$ cat src/rtl/tsc_control_unit.sv
// Multi-cycle control FSM for the TSC CPU: decodes the IR, sequences
// IF/ID/EX/WB, drives datapath strobes/selects and counts retired instructions.
module tsc_control_unit #(
    parameter int WORD_SIZE = 16
) (
    input  logic                 clk,
    input  logic                 reset_cpu,
    input  logic                 cpu_enable,
    input  logic                 wwd_enable,
    input  logic [WORD_SIZE-1:0] instr,
    output logic                 ir_write,
    output logic                 pc_write,
    output logic                 pc_src,
    output logic                 reg_write,
    output logic                 reg_dst,
    output logic                 wb_src,
    output logic                 alu_src_b,
    output logic                 imm_zero_ext,
    output logic [2:0]           alu_op,
    output logic                 output_write,
    output logic                 halted,
    output logic [2:0]           state,
    output logic [WORD_SIZE-1:0] num_inst
);

    typedef enum logic [2:0] {
        S_IF   = 3'd0,
        S_ID   = 3'd1,
        S_EX   = 3'd2,
        S_WB   = 3'd3,
        S_HALT = 3'd4
    } state_t;

    typedef enum logic [2:0] {
        C_RALU, C_WWD, C_HLT, C_ADI, C_ORI, C_LHI, C_JMP, C_ILL
    } iclass_t;

    state_t               state_q, state_d;
    iclass_t              iclass;
    logic [WORD_SIZE-1:0] num_inst_q;
    logic [3:0]           opcode;
    logic [5:0]           func;
    logic                 run;
    logic                 ir_w_raw, pc_w_raw, reg_w_raw, out_w_raw;

    assign opcode = instr[15:12];
    assign func   = instr[5:0];
    // Strobes fire only when the FSM is actually allowed to take this edge.
    assign run    = cpu_enable && !reset_cpu;

    always_comb begin
        iclass = C_ILL;
        unique case (opcode)
            4'd15: begin
                if (func <= 6'd7)       iclass = C_RALU;
                else if (func == 6'd28) iclass = C_WWD;
                else if (func == 6'd29) iclass = C_HLT;
                else                    iclass = C_ILL;
            end
            4'd4:    iclass = C_ADI;
            4'd5:    iclass = C_ORI;
            4'd6:    iclass = C_LHI;
            4'd9:    iclass = C_JMP;
            default: iclass = C_ILL;
        endcase
    end

    // NOTE: every output of this block gets a default first, so no path leaves one unassigned and no latch is inferred.
    always_comb begin
        state_d      = state_q;
        ir_w_raw     = 1'b0;
        pc_w_raw     = 1'b0;
        reg_w_raw    = 1'b0;
        out_w_raw    = 1'b0;
        pc_src       = 1'b0;
        reg_dst      = 1'b0;
        wb_src       = 1'b0;
        alu_src_b    = 1'b0;
        imm_zero_ext = 1'b0;
        alu_op       = 3'd0;

        // ALU selects are shared by EX and WB so the result stays stable through write-back.
        if (state_q == S_EX || state_q == S_WB) begin
            case (iclass)
                C_RALU: alu_op = func[2:0];
                C_ADI:  alu_src_b = 1'b1;
                C_ORI: begin
                    alu_op       = 3'd3;
                    alu_src_b    = 1'b1;
                    imm_zero_ext = 1'b1;
                end
                default: ;
            endcase
        end

        case (state_q)
            S_IF: begin
                ir_w_raw = 1'b1;
                state_d  = S_ID;
            end
            S_ID: begin
                case (iclass)
                    C_JMP: begin
                        pc_w_raw = 1'b1;
                        pc_src   = 1'b1;
                        state_d  = S_IF;
                    end
                    C_ILL: begin
                        pc_w_raw = 1'b1;
                        state_d  = S_IF;
                    end
                    C_LHI:   state_d = S_WB;
                    C_HLT:   state_d = S_HALT;
                    default: state_d = S_EX;
                endcase
            end
            S_EX: begin
                case (iclass)
                    C_RALU, C_ADI, C_ORI: state_d = S_WB;
                    C_WWD: begin
                        out_w_raw = wwd_enable;
                        pc_w_raw  = 1'b1;
                        state_d   = S_IF;
                    end
                    // IR changed under a stalled instruction: retire it as a NOP.
                    default: begin
                        pc_w_raw = 1'b1;
                        state_d  = S_IF;
                    end
                endcase
            end
            S_WB: begin
                pc_w_raw  = 1'b1;
                reg_w_raw = (iclass == C_RALU || iclass == C_ADI ||
                             iclass == C_ORI  || iclass == C_LHI);
                reg_dst   = (iclass == C_ADI || iclass == C_ORI || iclass == C_LHI);
                wb_src    = (iclass == C_LHI);
                state_d   = S_IF;
            end
            S_HALT:  state_d = S_HALT;
            default: state_d = S_IF;
        endcase
    end

    assign ir_write     = ir_w_raw  && run;
    assign pc_write     = pc_w_raw  && run;
    assign reg_write    = reg_w_raw && run;
    assign output_write = out_w_raw && run;
    assign halted       = (state_q == S_HALT);
    assign state        = state_q;
    assign num_inst     = num_inst_q;

    // NOTE: sequential state uses non-blocking assignments so every flop samples pre-edge values.
    always_ff @(posedge clk) begin
        if (reset_cpu) begin
            state_q    <= S_IF;
            num_inst_q <= '0;
        end else if (cpu_enable) begin
            state_q <= state_d;
            if (pc_write) num_inst_q <= num_inst_q + 1'b1;
        end
    end

endmodule

$ cat config.mk
export PLATFORM = sky130hd
export DESIGN_NAME = tsc_control_unit
export DESIGN_NICKNAME = d
export VERILOG_FILES = /design/src/rtl/tsc_control_unit.sv
export SDC_FILE = /design/constraint.sdc
export NUM_CORES = 1
export LEC_CHECK = 0
export ABC_AREA = 0
export BUFFER_PORTS_ARGS = -buffer_cell sky130_fd_sc_hd__buf_4
export CAP_MARGIN = 20
export CORE_MARGIN = 2
export CORE_UTILIZATION = 47
export DETAILED_ROUTE_END_ITERATION = 16
export PLACE_DENSITY = 0.81
export SLEW_MARGIN = 20
export SYNTH_ARGS = -nofsm -noshare
export SYNTH_HDL_FRONTEND = slang
export SYNTH_SLANG_ARGS = --single-unit
$ cat constraint.sdc
create_clock -name clk -period 2.9 [get_ports clk]
set_clock_uncertainty 0.1 [all_clocks]
set_input_delay 0.58 -clock clk [delete_from_list [all_inputs] [get_ports clk]]
set_output_delay 0.58 -clock clk [all_outputs]
set_load 0.02 [all_outputs]
==> results of run 1 <==
-- synthesized netlist by cell type (2+ instances only) --
library cell,instances
sky130_fd_sc_hd__clkbuf_1,4
sky130_fd_sc_hd__and3_1,5
sky130_fd_sc_hd__a21oi_1,19
sky130_fd_sc_hd__nor3_1,3
sky130_fd_sc_hd__nand2b_1,2
sky130_fd_sc_hd__nor3b_1,4
sky130_fd_sc_hd__or4_1,4
sky130_fd_sc_hd__nand3_1,10
sky130_fd_sc_hd__buf_4,4
sky130_fd_sc_hd__a31oi_1,2
sky130_fd_sc_hd__inv_1,5
sky130_fd_sc_hd__nor2b_1,3
sky130_fd_sc_hd__o21ai_0,11
sky130_fd_sc_hd__nor2_1,9
sky130_fd_sc_hd__or3_1,11
sky130_fd_sc_hd__nand2_1,10
sky130_fd_sc_hd__dfxtp_1,19
sky130_fd_sc_hd__nand4_1,2
sky130_fd_sc_hd__o311ai_0,2
sky130_fd_sc_hd__o31ai_1,6
-- kinds of logic (layout without fill, tap and decap cells) --
logic type	Yosys count	count (layout)	share of synthesized area
AND/OR/NAND/NOR	73	73	0.340
adder cells (fa/ha/maj)	1	1	0.00999
XOR/XNOR	2	2	0.0140
AO/OA/AOI/OAI	53	53	0.270
multiplexers	1	1	0.00799
buffers and inverters	14	55	0.0549
flip-flops	19	19	0.304
-- power groups by stage --
stage / clock, mW / combinational (mW) / sequential [mW]
2_1_floorplan: 0 / 0.0486 / 0.274
3_3_place_gp: 0 / 0.0760 / 0.274
6_report: 0.129 / 0.0800 / 0.269
4_1_cts: 0.135 / 0.0793 / 0.269
3_5_place_dp: 0 / 0.0789 / 0.275
5_1_grt: 0.146 / 0.0865 / 0.270
-- worst min-delay path, cell delays in order (launching register included) --
cell and delay [ns]:
sky130_fd_sc_hd__dfxtp_1 0.34, sky130_fd_sc_hd__o31ai_1 0.07, sky130_fd_sc_hd__a21oi_1 0.06
-- how the worst max path moves through the flow --
stage	start	end	cells after the start
after floorplan	instr[15]	reg_write	4
after global placement	instr[15]	output_write	7
after detailed placement	instr[15]	output_write	7
after CTS	instr[15]	output_write	7
after global routing	instr[1]	pc_src	7
final	instr[1]	pc_src	7
-- registers in the layout, summed over array words and instances, names as in the netlist --
signal,count
state,3
num_inst,16
-- stage by stage --
stage           util  cells  cell area [um2]  setup slack, ns
2_1_floorplan      -    163             1250           0.0926
3_3_place_gp   0.635    230             1590            0.252
3_5_place_dp   0.635    230             1590            0.250
4_1_cts        0.646    234             1610            0.244
5_1_grt        0.646    234             1610            0.155
6_report       0.646    234             1610            0.222
-- per-layer routing --
metal	wire, um	part of all wire
met1	1490	0.44
met2	1670	0.50
met3	194	0.058
met4	10	0.0030
met5	0	0
-- final cells by class --
| cell class | count | share of cell area |
|---|---|---|
| Timing Repair Buffer | 46 | 0.214 |
| Clock inverter | 1 | 0.00310 |
| Sequential cell | 19 | 0.236 |
| Clock buffer | 3 | 0.0140 |
| Multi-Input combinational cell | 130 | 0.498 |
| Tap cell | 30 | 0.0233 |
| Inverter | 5 | 0.0116 |
==> reports/results.env, run 1 <==
NUM_ROWS=18
SETUP_VIOL=0
CTS_ROOT_BUF='sky130_fd_sc_hd__clkbuf_4'
TOTALNEGATIVESETUPSLACK_NS=0
SYNTHCELLS=163
GLOBAL_ROUTE_WIRE_LENGTH_BEFORE_REPAIR_UM=5610
CRITICAL_PATH.CELL_CHAIN='buf_4, and4b_1, a21oi_1, nor3b_1, nand4b_1, nor3_1, buf_4'
IO_BUFFER_COUNT=45
DIODES_INSERTED=0
POSTROUTEWIRELENGTH_UM=3360
POST_CTS_RESIZED=0
PERIOD_MINUS_SLACK_NS=2.68
CP_NUM_BUF_INV=2
CRIT_FAMILY='simple AND/OR/NAND/NOR gates'
AREA.SEQUENTIAL_UM2=380
FRACTION_OF_FINAL_LAYOUT_CELLS_WITH_DRIVE_STRENGTH_GREATER_THAN_1=0.265
SYNTH-EDFF-COUNT=0
RSZ0062_AT_GRT='false'
FP.DIEAREA_UM2=3090
SEQPWRFRAC=0.562
SYNTHESIS.NETS=184
VDD_DROP_MAX_mV=0.297
CRIT_PATH_START_KIND='input port'
CP.REQUIRED_NS=2.22
SLEW-LIMIT-HEADROOM=0.644
GRT_MAX_DEGREE=31
POWER_REPORT.INTERNAL_TOTAL_mW=0.349
DRT_FIRST_PASS_ITERS=4
HTREEDEPTH=1
CRIT_PATH_MAX_INCR_DELAY_NS=0.47
ANTENNA_FOUND_INITIAL=0
YS_SEQ_ELEMENTS=19
CLOCK_LATENCY_NS=0.29
FILLERINSTANCES=235
REG2REG_TO='num_inst[10]'
PLACE.GP.CONGESTION=0.868
FLOORPLAN.IO_PINS=52
DRT_ITER0_DRC=46
FINAL_NETS=226
NETLIST.AREA_LEADER.SHARE=0.304
TOTALPOWERFINAL_mW=0.478
AREA_GROWTH_SYN_TO_LAYOUT_PCT=28.9
MIN-DELAY-START='num_inst[15]'
CORE_AREA_UM2=2500
CTS.SINK_COUNT=19
R2R_SETUP_SLK_NS=0.60
SYN-MEAN-INSTANCE-AREA_UM2=7.68
MULTIINPUTGATEAREA_UM2=805
CTS-ROOT-TO-SINK-BUFFERS=2
DOMINANTREGCELLSYNTH='sky130_fd_sc_hd__dfxtp_1'
CRIT_FANOUT=4
CLK_PIN_SLEW_WORST_PATHS_NS=0.11
FF2FF_PATH_DEPTH=7
LAYOUT.CELLS.MOST_COMMON='sky130_fd_sc_hd__buf_4'
REG_TO_REG_STARTPOINT='state[2]'
GRT.TOTAL_USAGE=0.215
CRITICAL_PATH.ENDPOINT_TYPE='primary output'
STATUS='finished, final reports clean'
PROPORTION_OF_TOTAL_POWER_DUE_TO_NET_SWITCHING=0.269
HOLDWS_NS=0.400
VIA_COUNT=1420
SYNTH_SEQ_AREA_SHARE=0.304
TOP_ACHIEVABLE_CLOCK_SPEED_MHz=373
CTS_POST_SETUP_BUFFERS_INSERTED=0
WORST-ENDPOINT-ARRIVAL_NS=2.00
YOSYS_WARNINGS=0
YS_TYPES=48
OVERALL_DIE_HEIGHT_UM=55.6
CP_COMMON_CELL='sky130_fd_sc_hd__buf_4'
TIMING.HOLD.WORST_PATH_DEPTH=2
INITIAL_UTILIZATION=0.501
TOTAL_LEAKAGE_POWER_nW=0.634
ROUTE.ANTENNA.REMAINING_NETS=0
POWER-PER-CELL-AREA_nW_PER_UM2=296
HOLD_BUF_COUNT_CTS=0
SWITCHINGPOWER_mW=0.129
GLOBALROUTEMET2UTIL=0.371
DIE_W_UM=55.6
BUSIEST_LAYER='met2'
DRC_ERRORS=0
ASYNCSETRESETFLOPFRACSYNTH=0
GRT.OVERFLOW.TOTAL=0
TCRIT_TCLK_FINAL=0.923
NETLIST_TOP_CELLS_AREA='sky130_fd_sc_hd__dfxtp_1 (30%), sky130_fd_sc_hd__a21oi_1 (7.6%), sky130_fd_sc_hd__or3_1 (5.5%)'
WIRE_PER_INST_UM=14.3
POST-SYNTH-TOP-AREA-CELL='sky130_fd_sc_hd__dfxtp_1'
DPL.HPWL_UM=2500
NUMCTSBUFFERS=3
FINAL_COUNT_OF_PINS_VIOLATING_MAX_SLEW=0
DRV_CAP=0
FIRST_GLOBAL_VIAS=1269
CRITICAL_PATH_CLASS='in2out'
HOLD_END='num_inst[15]'
USE_MET1=0.275
PWR-SHARE-CLK=0.270
TIGHTESTPINTRANSITION_NS=0.533
FRACTION_OF_POWER_CONSUMED_BY_COMBINATIONAL_CELLS=0.167
WORST_HOLD_PATH_TYPE='reg2reg'
TRITONCTS='yes'
MET3_LAYER_USAGE_REPORTED_BY_GLOBAL_ROUTE=0.0465
LAYOUT.CELLS.MOST_COMMON_LIST='sky130_fd_sc_hd__buf_4 (46), sky130_fd_sc_hd__a21oi_1 (19), sky130_fd_sc_hd__dfxtp_1 (19)'
VIA_PER_INST=6.07
TIMING_HOLD_VIOLATIONS_FINAL=0
SYNTH.CELL_AREA_UM2=1250
CP_SLOWEST_CELL='sky130_fd_sc_hd__nor3b_1'
No activity file was read; power rests on OpenSTA's default activity.
==> run 2, diff against run 1 <==
==> constraint.sdc (replaced) <==
create_clock -name clk -period 2.9 [get_ports clk]
set_clock_uncertainty 0.1 [all_clocks]
set_input_delay 0.58 -clock clk [delete_from_list [all_inputs] [get_ports clk]]
set_output_delay 0.58 -clock clk [all_outputs]
set_load 0.01 [all_outputs]
==> reports/results.env, run 2 (synthesis results as in run 1) <==
STATUS='finished, final reports clean'
AREA_GROWTH_SYN_TO_LAYOUT_PCT=29.3
OVERALL_DIE_HEIGHT_UM=55.6
FP.DIEAREA_UM2=3090
TOTALPOWERFINAL_mW=0.480
DIODES_INSERTED=0
VIA_COUNT=1400
WORST_HOLD_PATH_TYPE='reg2reg'
FRACTION_OF_FINAL_LAYOUT_CELLS_WITH_DRIVE_STRENGTH_GREATER_THAN_1=0.263
CRITICAL_PATH.ENDPOINT_TYPE='primary output'
GRT.OVERFLOW.TOTAL=0
CP-STARTPOINT='instr[15]'
CTS_ROOT_BUF='sky130_fd_sc_hd__clkbuf_4'
ROUTE.ANTENNA.REMAINING_NETS=0
FINAL_NETS=227
POWER_REPORT.INTERNAL_TOTAL_mW=0.352
DRV_CAP=0
GRT_MAX_DEGREE=22
CP_NUM_BUF_INV=2
HOLD_BUF_COUNT_CTS=0
POSTROUTEWIRELENGTH_UM=3270
CP.REQUIRED_NS=2.22
WIRE_PER_INST_UM=13.9
DPL.HPWL_UM=2460
DRT_FIRST_PASS_ITERS=4
HTREEDEPTH=1
PLACE.GP.CONGESTION=0.901
DRT_ITER0_DRC=39
POST_CTS_RESIZED=0
CTS.SINK_COUNT=19
FF2FF_PATH_DEPTH=7
VDD_DROP_MAX_mV=0.366
CRIT_FANOUT=9
INITIAL_UTILIZATION=0.501
TCRIT_TCLK_FINAL=0.926
FILLERINSTANCES=236
GLOBAL_ROUTE_WIRE_LENGTH_BEFORE_REPAIR_UM=5750
FIRST_GLOBAL_VIAS=1241
SEQPWRFRAC=0.560
SLEW-LIMIT-HEADROOM=0.654
TOTALNEGATIVESETUPSLACK_NS=0
CRIT_FAMILY='simple AND/OR/NAND/NOR gates'
DPL_WORST_SLACK_NS=0.238
DIE_W_UM=55.6
HOLDWS_NS=0.394
R2R_SETUP_SLK_NS=0.63
IO_BUFFER_COUNT=45
PWR-SHARE-CLK=0.281
VIA_PER_INST=5.96
CORE_AREA_UM2=2500
SWITCHINGPOWER_mW=0.128
AREA.SEQUENTIAL_UM2=380
SETUP_VIOL=0
REG2REG_TO='num_inst[10]'
MULTIINPUTGATEAREA_UM2=803
CP_SLOWEST_CELL='sky130_fd_sc_hd__or2b_4'
CRITPATHCAPTURE='output_write'
RSZ0062_AT_GRT='false'
NUM_ROWS=18
GRT.TOTAL_USAGE=0.222
TRITONCTS='yes'
TIMING_HOLD_VIOLATIONS_FINAL=0
CRIT_PATH_MAX_INCR_DELAY_NS=0.26
LAYOUT.CELLS.MOST_COMMON='sky130_fd_sc_hd__buf_4'
CP_COMMON_CELL='sky130_fd_sc_hd__buf_4'
CRITICAL_PATH.CELL_CHAIN='buf_4, or2b_4, or2_4, o32a_1, a21oi_1, and4_1, buf_4'
LAYOUT.CELLS.NON_FILLER=235
REG_TO_REG_STARTPOINT='state[2]'
CRITICAL_PATH_CLASS='in2out'
FLOORPLAN.IO_PINS=52
CTS-ROOT-TO-SINK-BUFFERS=2
CLOCK_LATENCY_NS=0.29
TIGHTESTPINTRANSITION_NS=0.518
TOP_ACHIEVABLE_CLOCK_SPEED_MHz=372
TIMING.CRITICAL_PATH.DEPTH=7
CTS_POST_SETUP_BUFFERS_INSERTED=0
FRACTION_OF_POWER_CONSUMED_BY_COMBINATIONAL_CELLS=0.159
PERIOD_MINUS_SLACK_NS=2.69
TOTAL_LEAKAGE_POWER_nW=0.636
LARGEST_REGISTER_FF_COUNT=16
LAYOUT.CELLS.MOST_COMMON_LIST='sky130_fd_sc_hd__buf_4 (47), sky130_fd_sc_hd__a21oi_1 (19), sky130_fd_sc_hd__dfxtp_1 (19)'
DRC_ERRORS=0
FINAL_COUNT_OF_PINS_VIOLATING_MAX_SLEW=0
PROPORTION_OF_TOTAL_POWER_DUE_TO_NET_SWITCHING=0.267
WORST-ENDPOINT-ARRIVAL_NS=2.01
ANTENNA_FOUND_INITIAL=0
CLK_PIN_SLEW_WORST_PATHS_NS=0.11
PLACED_CELLS_INCL_TAPS=231
CRIT_PATH_START_KIND='input port'
POWER-PER-CELL-AREA_nW_PER_UM2=296
NUMCTSBUFFERS=3
POST-ROUTE-WORST-SETUP-SLACK_NS=0.214
[run 2: final cells by class]
type                       count  share of cell area
clock buffer                   4              0.0162
multi-input combinational    130               0.496
tap                           30              0.0232
sequential                    19               0.235
inverter                       5              0.0116
timing repair buffer          47               0.218
[run 2: power by group through the flow]
stage          clock network [mW]  registers (mW)  logic, mW
4_1_cts                     0.139           0.269     0.0757
2_1_floorplan                   0           0.272     0.0468
3_5_place_dp                    0           0.274     0.0754
6_report                    0.135           0.269     0.0763
3_3_place_gp                    0           0.274     0.0730
5_1_grt                     0.154           0.270     0.0836
[run 2: metrics by stage]
| step | instance area, um2 | utilization |
|---|---|---|
| after global placement | 1590 | 0.637 |
| after floorplan | 1250 | - |
| after CTS | 1620 | 0.648 |
| final | 1620 | 0.648 |
| after detailed placement | 1590 | 0.637 |
| after global routing | 1620 | 0.648 |
[run 2: routing by layer]
metal	share of wire	global-route usage	wire length (um)
met5	0	0	0
met4	0.0031	0.0209	10
met3	0.050	0.0512	162
met2	0.46	0.364	1510
met1	0.48	0.307	1590
[run 2: worst register-to-register path, cell delays in order, from the launching register on]
cell,delay (ns)
sky130_fd_sc_hd__dfxtp_1,0.40
sky130_fd_sc_hd__nand2b_1,0.26
sky130_fd_sc_hd__nor2_1,0.17
sky130_fd_sc_hd__nand2_1,0.09
sky130_fd_sc_hd__o31a_1,0.34
sky130_fd_sc_hd__buf_4,0.19
sky130_fd_sc_hd__or4_1,0.51
sky130_fd_sc_hd__a21oi_1,0.16
[run 2: worst min path at each step]
stage                             from           end  cells past startpoint
after global placement    num_inst[15]  num_inst[15]                      2
after floorplan           num_inst[15]  num_inst[15]                      2
after global routing      num_inst[15]  num_inst[15]                      2
after CTS                 num_inst[15]  num_inst[15]                      2
final                     num_inst[15]  num_inst[15]                      2
after detailed placement  num_inst[15]  num_inst[15]                      2
